--- config.mk ---
export PLATFORM = sky130hd
export DESIGN_NAME = pipelined_shifter
export DESIGN_NICKNAME = d
export VERILOG_FILES = /design/src/rtl/pipelined_shifter.sv
export SDC_FILE = /design/constraint.sdc
export NUM_CORES = 1
export LEC_CHECK = 0
export ABC_AREA = 1
export ABC_CLOCK_PERIOD_IN_PS = 1400
export CAP_MARGIN = 20
export CORE_AREA = 3 3 143 145
export DETAILED_ROUTE_END_ITERATION = 8
export DIE_AREA = 0 0 146 148
export PLACE_DENSITY = 0.87
export REMOVE_ABC_BUFFERS = 1
export SYNTH_ARGS = -nofsm -noshare
export SYNTH_HDL_FRONTEND = slang
export SYNTH_SLANG_ARGS = --single-unit
--- constraint.sdc ---
create_clock -name i_clk -period 1.4 [get_ports i_clk]
set_input_delay 0.28 -clock i_clk [delete_from_list [all_inputs] [get_ports i_clk]]
set_output_delay 0.28 -clock i_clk [all_outputs]
set_load 0.01 [all_outputs]
--- src/rtl/pipelined_shifter.sv ---
// pipelined_shifter: parametrised SLL/SRL/SRA/ROR barrel shifter built
// from log2(WIDTH) stages, with a register after every STAGE_GRP stages.
// Ports: i_clk, i_rst (sync, active-high);
//   input side  i_valid/o_ready with i_a (operand), i_b (amount),
//               i_op (00 SLL, 01 SRL, 10 SRA, 11 ROR), i_tag (sideband);
//   output side o_valid/i_ready with o_data, o_tag, o_zero (o_data == 0).
module pipelined_shifter #(
    parameter int WIDTH     = 32,
    parameter int SHW       = $clog2(WIDTH),
    parameter int STAGE_GRP = 1,
    parameter int TAG_W     = 5
) (
    input  logic             i_clk,
    input  logic             i_rst,
    input  logic             i_valid,
    output logic             o_ready,
    input  logic [WIDTH-1:0] i_a,
    input  logic [SHW-1:0]   i_b,
    input  logic [1:0]       i_op,
    input  logic [TAG_W-1:0] i_tag,
    output logic             o_valid,
    input  logic             i_ready,
    output logic [WIDTH-1:0] o_data,
    output logic [TAG_W-1:0] o_tag,
    output logic             o_zero
);

    localparam int NREG = (SHW + STAGE_GRP - 1) / STAGE_GRP;

    localparam logic [1:0] OP_SLL = 2'b00;
    localparam logic [1:0] OP_SRL = 2'b01;
    localparam logic [1:0] OP_SRA = 2'b10;
    localparam logic [1:0] OP_ROR = 2'b11;

    typedef logic [WIDTH-1:0] word_t;

    // One barrel stage: shift by 2^k. SRA fills from the sign bit taken
    // at the input, not from the current MSB of the partial result.
    function automatic word_t stage_f(
        input word_t      d,
        input logic [1:0] op,
        input logic       sgn,
        input int         k
    );
        word_t r;
        int    s;
        s = 1 << k;
        r = d;
        unique case (op)
            OP_SLL: r = d << s;
            OP_SRL: r = d >> s;
            OP_SRA: r = (d >> s) | (sgn ? ~({WIDTH{1'b1}} >> s) : '0);
            OP_ROR: r = (d >> s) | (d << (WIDTH - s));
        endcase
        return r;
    endfunction

    // Single global advance: every slot moves together, bubbles included.
    logic adv;
    assign adv     = ~o_valid | i_ready;
    assign o_ready = adv;

    for (genvar r = 0; r < NREG; r++) begin : g_slot
        // Stages [K0, K1) sit in front of this slot's register.
        localparam int K0   = r * STAGE_GRP;
        localparam int K1   = (K0 + STAGE_GRP < SHW) ? K0 + STAGE_GRP : SHW;
        // Amount bits still pending when entering this group.
        localparam int SW   = SHW - K0;
        localparam bit LAST = (r == NREG - 1);

        word_t            src_data;
        logic [SW-1:0]    src_amt;
        logic [1:0]       src_op;
        logic             src_sgn;
        logic [TAG_W-1:0] src_tag;
        logic             src_vld;

        word_t            data_d;
        word_t            data_q;
        logic [TAG_W-1:0] tag_q;
        logic             vld_q;

        if (r == 0) begin : g_head
            assign src_data = i_a;
            assign src_amt  = i_b;
            assign src_op   = i_op;
            assign src_sgn  = i_a[WIDTH-1];
            assign src_tag  = i_tag;
            assign src_vld  = i_valid & adv;
        end else begin : g_link
            assign src_data = g_slot[r-1].data_q;
            assign src_amt  = g_slot[r-1].g_mid.amt_q;
            assign src_op   = g_slot[r-1].g_mid.op_q;
            assign src_sgn  = g_slot[r-1].g_mid.sgn_q;
            assign src_tag  = g_slot[r-1].tag_q;
            assign src_vld  = g_slot[r-1].vld_q;
        end

        for (genvar k = K0; k < K1; k++) begin : g_stage
            word_t din;
            word_t dout;
            if (k == K0) begin : g_first
                assign din = src_data;
            end else begin : g_chain
                assign din = g_stage[k-1].dout;
            end
            assign dout = src_amt[k-K0]
                        ? stage_f(din, src_op, src_sgn, k)
                        : din;
        end

        assign data_d = g_stage[K1-1].dout;

        always_ff @(posedge i_clk) begin
            if (i_rst) begin
                vld_q  <= 1'b0;
                data_q <= '0;
                tag_q  <= '0;
            end else if (adv) begin
                vld_q  <= src_vld;
                data_q <= data_d;
                tag_q  <= src_tag;
            end
        end

        // Control that later groups still need; the last slot has none.
        // Consumed amount bits are dropped so each register only keeps
        // the bits of the groups downstream of it.
        if (!LAST) begin : g_mid
            logic [SW-STAGE_GRP-1:0] amt_q;
            logic [1:0]              op_q;
            logic                    sgn_q;

            always_ff @(posedge i_clk) begin
                if (adv) begin
                    amt_q <= src_amt[SW-1:STAGE_GRP];
                    op_q  <= src_op;
                    sgn_q <= src_sgn;
                end
            end
        end
    end

    // Zero flag is registered alongside the final data so the output
    // carries no reduction tree.
    logic zero_q;

    always_ff @(posedge i_clk) begin
        if (i_rst) begin
            zero_q <= 1'b1;
        end else if (adv) begin
            zero_q <= (g_slot[NREG-1].data_d == '0);
        end
    end

    assign o_valid = g_slot[NREG-1].vld_q;
    assign o_data  = g_slot[NREG-1].data_q;
    assign o_tag   = g_slot[NREG-1].tag_q;
    assign o_zero  = zero_q;

endmodule

Word level (Yosys, flattened, before mapping)

Cells that the tools add are included.

Register bits: 213
Input bits: 48

Eq/ne operators: 15
Mux-type cells: 15
Bitwise logic cells: 13
Reductions and logical operators: 6

Operators by type and width:

| operator                                             | count |
|---|---|
| one-hot mux 32 bit (4 select lines)                  | 5 |
| two-way mux 32 bit                                   | 10 |
| OR 16 x 32 -> 32 bit                                 | 2 |
| OR 24 x 32 -> 32 bit                                 | 2 |
| OR 28 x 32 -> 32 bit                                 | 2 |
| OR 30 x 32 -> 32 bit                                 | 2 |
| OR 31 x 32 -> 32 bit                                 | 2 |
| zero test 32 bit                                     | 1 |
| equality test 2 bit (second input constant)          | 10 |
| equality test 2 x 1 -> 1 bit (second input constant) | 5 |
| zero test 2 bit                                      | 5 |
| AND 1 bit                                            | 1 |
| NOT 1 bit                                            | 1 |
| OR 1 bit                                             | 1 |

Depth between registers and ports, before layout

Depth after elaboration: 5
Mapped depth: 13
Gate-level depth less buffers: 12

Worst setup path after synthesis

OpenSTA, ideal clock, no wires.

Path kind: reg2reg
Start point: reg g_slot[4].vld_q, in the netlist o_valid
End point: reg g_slot[0].g_mid.amt_q[0], enable pin
Setup time: 0.373 ns
Arrival: 1.207 ns
Path slack: -0.180 ns
Cell stages (with the launch flop): 5
Period minus slack after synthesis: 1.580 ns
Cell sequence: dfxtp_1 nand2_1 buf_2 buf_2 buf_2

Cells in the longest elaborated chain, start to end: 2

Ends and longest elaborated chain:

| what                   | RTL line | source |
|---|---|---|
| from (decl)            | 81       | `logic vld_q;` |
| from (signal assigned) | 120      | `vld_q <= src_vld;` |
| NOT 1 bit              | 60       | `assign adv = ~o_valid \| i_ready;` |
| OR 1 bit               | 60       |  |
| named net o_ready      | 16       | `output logic o_ready,` |
| to (signal assigned)   | 136      | `amt_q <= src_amt[SW-1:STAGE_GRP];` |
| to (decl)              | 130      | `logic [SW-STAGE_GRP-1:0] amt_q;` |

The timed path passes the listed nets, and every way through them passes these cells.
A chain may end at the register's enable or synchronous reset.

Worst setup path in the final report

Start point: reg g_slot[3].g_mid.op_q[0]
End point: reg zero_q, in the netlist o_zero

Cells in the longest elaborated chain, start to end: 4
Elaborated cells on any way between the ends: 7
Classes of those cells: eq/ne: 3; mux: 2; reduce/logical: 2

Ends and longest elaborated chain:

| what                                        | RTL line | source |
|---|---|---|
| from (decl)                                 | 131      | `logic [1:0] op_q;` |
| from (signal assigned)                      | 137      | `op_q <= src_op;` |
| equality test 2 bit (tied with other cells) | 49       | `unique case (op)` |
| one-hot mux 32 bit (4 select lines) *       | 49       |  |
| two-way mux 32 bit *                        | 108      | `? stage_f(din, src_op, src_sgn, k)` |
| zero test 32 bit *                          | 152      | `zero_q <= (g_slot[NREG-1].data_d == '0);` |
| to (signal assigned)                        | 152      |  |
| to (decl)                                   | 146      | `logic zero_q;` |

Mark *: on every way between the ends. The rest lies on a longest branch, timed or not.

==> results.md <==
* Hold depth at 1
* Number of diodes added for antenna fixing at 0
* Pin count of the biggest net entering global routing at 64
* Startpoint Class: register
* Synth Instances at about 1.4k
* Worst-case vdd ir drop at ~640 µV
* Library cells used by synthesis at 31
* Largest delay share family, worst path: simple AND/OR/NAND/NOR gates
* Post-layout util at 69.7%
* Count of pins on the block boundary at 88
* Drt first pass iters at 5
* Max H-tree Level at 1
* Vias in the first global route at just over 9k
* Maximum root-to-sink buffer count at 3
* Max Fanout on Critical Path at 5
* Initial core utilization at roughly half
* Detailed router's first-iteration violation count at between 800 and 900
* Clock latency of the later-clocked register in the worst-skew pair at between 0.5 and 0.6 ns
* R2R Setup Slk at -0.28 ns
* Post-route ant nets at 0
* Sequential-to-total area share from yosys stat at between 40% and 50%
* Startpoint-to-endpoint class of the critical path: register to register
* Core footprint at slightly below 0.02 mm²
* Net count of the finished layout at between 1.5k and 2k
* Crit. End Element: register
* Width of the chip at between 100 and 150 µm
* Via/cell ratio at 5.71
* WHS at between 0.3 and 0.4 ns
* Crit path setup slack, layout at -0.284 ns
* Run status: finished with violations
* DP Wirelength at roughly 18,000 µm
* Synthesized-area fraction occupied by ao, oa, aoi and oai cells at 31.0%
* Final count of hold timing violations at 0
* Number of synthesized register bits at around 210
* Synth Area in Adders at 0%
* Number of vias in the routed layout at 10.4k
* Max-Slew Margin vs Limit at slightly below 80%
* Worst Reg-to-Reg Cells at 13
* Final clock period utilization by the worst path at 120%
* Initial antenna violation count at 0
* LEAKAGE at roughly 0.0054 µW
* Largest family of logic cells by synthesized area: compound AO/OA/AOI/OAI gates
* Count of yosys warnings during synthesis at 0
* Post-Route Setup TNS at -2.70 ns
* Cell chain of the critical path: inv_2 > buf_6 > nand2_8 > nand2_4 > buf_6 > nor2_4 > o21bai_2 > nand2_1 > inv_1 > nand2_1 > nor2_1 > nand2_1 > nand2_1
* Final non-filler cell area at approximately 0.013 mm²
* Buffers and inverters on the worst path at 4
* Setup repair after global routing missed its margin: true
* Num Clock Sinks at between 200 and 250
* Max stage delay on crit path at ~0.44 ns
* Routed length per instance at about 16 µm
* Clock-pin transition on the worst setup and hold timing paths at about 0.060 ns
* Global-route wire length before repair at about 43,000 µm
* Post-route DRC violation count at 0
* FP Rows at just over 50
* Worst r2r dst: o_zero$_SDFFE_PP1N_
* Hold Path Origin: i_b[2]
* Fraction of the mapped netlist area in simple logic gates at between 15 and 20%
* Layout cells sized above 1 at 19.1%
* Commonest non-fill, non-tap cell in the layout: sky130_fd_sc_hd__o21ai_0
* Final worst clock skew at about 0.017 ns
* Wire length reported by the detailed router at 29,200 µm
* CTS tree: done
* Area of placed instances at 0.0118 mm²
* Global Route Usage Sum at 23.2%
* Max_cap viols at 0
* Die height at 148 µm
* Area of the die at roughly 0.022 mm²
* Data required time at the worst endpoint at 1.84 ns
* Power per standard cell area at 1180 mW/mm²
* Xor/xnor share of the synthesized area at 0%
* Synthesis-to-finish area growth at 34.9%
* Final setup vio count at 46
* Hold crit path type: input port to register
* Post-route minimum period at 1.68 ns
* Least-Margin Pin Slew at around 0.32 ns
* Root Driver: sky130_fd_sc_hd__clkbuf_16
* Reg-to-reg startpoint: g_slot[3].g_mid.op_q[0]$_DFFE_PN_
* Routability cong. at ~0.91
* Portion of netlist area occupied by mux cells at 0%
* Fin. max-slew vios at 0
* Highest Clock Rate at 0.594 GHz
* Worst endpoint data arrival time at 2.12 ns
* Terminating pin of the worst hold path: g_slot[0].g_mid.amt_q[1]$_DFFE_PN_
* IO Port Bufs at 87
* Critical Path Slowest Stage Cell: sky130_fd_sc_hd__edfxtp_1
* Number of buffers created by CTS at 23
* Violated checks: negative setup slack
* Highest-count cells in the layout ignoring fill and taps: sky130_fd_sc_hd__o21ai_0, sky130_fd_sc_hd__nand2_1, sky130_fd_sc_hd__dfxtp_1
* Remaining global-route overflow at 0
* Syn_area_per_cell at around 7.2 µm²
* Netlist Area Pre-Place at 0.00999 mm²
* Crit-path most repeated cell: sky130_fd_sc_hd__nand2_1
state kept, by name (all words and copies together) (netlist names), 4 cells and up:
name / count
o_tag: 5
g_slot.g_mid.amt_q: 10
g_slot.data_q: 128
g_slot.g_mid.op_q: 8
o_data: 32
g_slot.tag_q: 20
g_slot.vld_q: 4
g_slot.g_mid.sgn_q: 4
cell usage after synthesis:
library cell / number / area share, %
sky130_fd_sc_hd__o21ai_0: 303 / 15
sky130_fd_sc_hd__nor2_2: 2 / 0.13
sky130_fd_sc_hd__buf_6: 3 / 0.34
sky130_fd_sc_hd__edfxtp_1: 22 / 6.6
sky130_fd_sc_hd__o21bai_1: 20 / 1.5
sky130_fd_sc_hd__nand2_1: 213 / 8.0
sky130_fd_sc_hd__buf_1: 3 / 0.11
sky130_fd_sc_hd__o211ai_1: 12 / 0.90
sky130_fd_sc_hd__nand3_2: 1 / 0.10
sky130_fd_sc_hd__o21ai_1: 16 / 0.80
sky130_fd_sc_hd__o21ai_2: 1 / 0.088
sky130_fd_sc_hd__or2_2: 7 / 0.44
sky130_fd_sc_hd__dfxtp_1: 191 / 38
sky130_fd_sc_hd__inv_2: 6 / 0.23
sky130_fd_sc_hd__clkbuf_1: 77 / 2.9
sky130_fd_sc_hd__or2_1: 2 / 0.13
sky130_fd_sc_hd__nor2_4: 1 / 0.11
sky130_fd_sc_hd__clkinv_1: 2 / 0.075
sky130_fd_sc_hd__nand2_2: 1 / 0.063
sky130_fd_sc_hd__a31oi_1: 111 / 7.0
sky130_fd_sc_hd__nand3_1: 12 / 0.60
sky130_fd_sc_hd__buf_4: 1 / 0.075
sky130_fd_sc_hd__o22ai_1: 5 / 0.31
sky130_fd_sc_hd__clkinv_2: 1 / 0.050
sky130_fd_sc_hd__a21oi_1: 100 / 5.0
sky130_fd_sc_hd__buf_2: 24 / 1.2
sky130_fd_sc_hd__o2bb2ai_1: 1 / 0.088
sky130_fd_sc_hd__inv_1: 87 / 3.3
sky130_fd_sc_hd__clkbuf_4: 1 / 0.075
sky130_fd_sc_hd__a31oi_2: 1 / 0.13
sky130_fd_sc_hd__nor2_1: 167 / 6.3
layout make-up:
cell class | instances | area, µm²
clock inverter | 6 | 82.6
timing repair buffer | 225 | 2370
clock buffer | 32 | 659
inverter | 96 | 382
multi-input combinational | 977 | 5140
sequential | 213 | 4490
timing repair inverter | 4 | 28.8
fill | 1447 | 5860
tap | 265 | 332
kinds of logic (layout without fill, tap and decap cells):
group                  count (synthesis)  in the layout
AOI/OAI and AO/OA                    570            570
and+or+nand+nor                      406            407
DFF                                  213            213
buffers and inverters                205            363
power by group:
part | internal, µW | switching (µW)
registers | 6610 | 416
clock network | 3630 | 2350
logic | 1330 | 1500
total | 11600 | 4270
repair_timing:
| item | in CTS | in global routing |
|---|---|---|
| cloned | 4 | 9 |
| endpoints found under the hold margin | 0 | 0 |
| resized for setup | 85 | 191 |
| pin swaps | 3 | 29 |
| setup buffers | 5 | 21 |
| hold buffers | 0 | 0 |
| endpoints found under the setup margin | 84 | 111 |
how the worst max path moves through the flow:
stage                                           start                                 to  slack (ns)  depth (start not counted)
floorplan                        o_valid$_SDFFE_PP0N_       g_slot[3].vld_q$_SDFFE_PP0N_       -6.29                          4
CTS                 g_slot[3].g_mid.op_q[1]$_DFFE_PN_                o_zero$_SDFFE_PP1N_       -0.16                         13
global placement                              i_ready                            o_ready       -0.30                          4
detailed placement                            i_ready  g_slot[0].data_q[15]$_SDFFE_PP0N_       -0.34                          7
global route        g_slot[3].g_mid.op_q[0]$_DFFE_PN_                o_zero$_SDFFE_PP1N_       -0.37                         13
finish              g_slot[3].g_mid.op_q[0]$_DFFE_PN_                o_zero$_SDFFE_PP1N_       -0.28                         13
routing by layer:
metal | track usage, % | vias to the layer above | part of all wire [%]
met5 | 0 | - | 0
li1 | - | 5073 | -
met2 | 41.8 | 448 | 49
met1 | 28.5 | 4763 | 40
met3 | 2.79 | 99 | 6.2
met4 | 8.94 | 0 | 4.3
through the flow:
step / power, µW / worst slack [ns] / cells
after floorplan: 8290 / -6.29 / 1285
after global placement: 9340 / -0.297 / 1744
after detailed placement: 9410 / -0.337 / 1744
after CTS: 15400 / -0.164 / 1791
after global routing: 16400 / -0.368 / 1818
final: 15800 / -0.284 / 1818
Power figures use the tool's default switching activity.
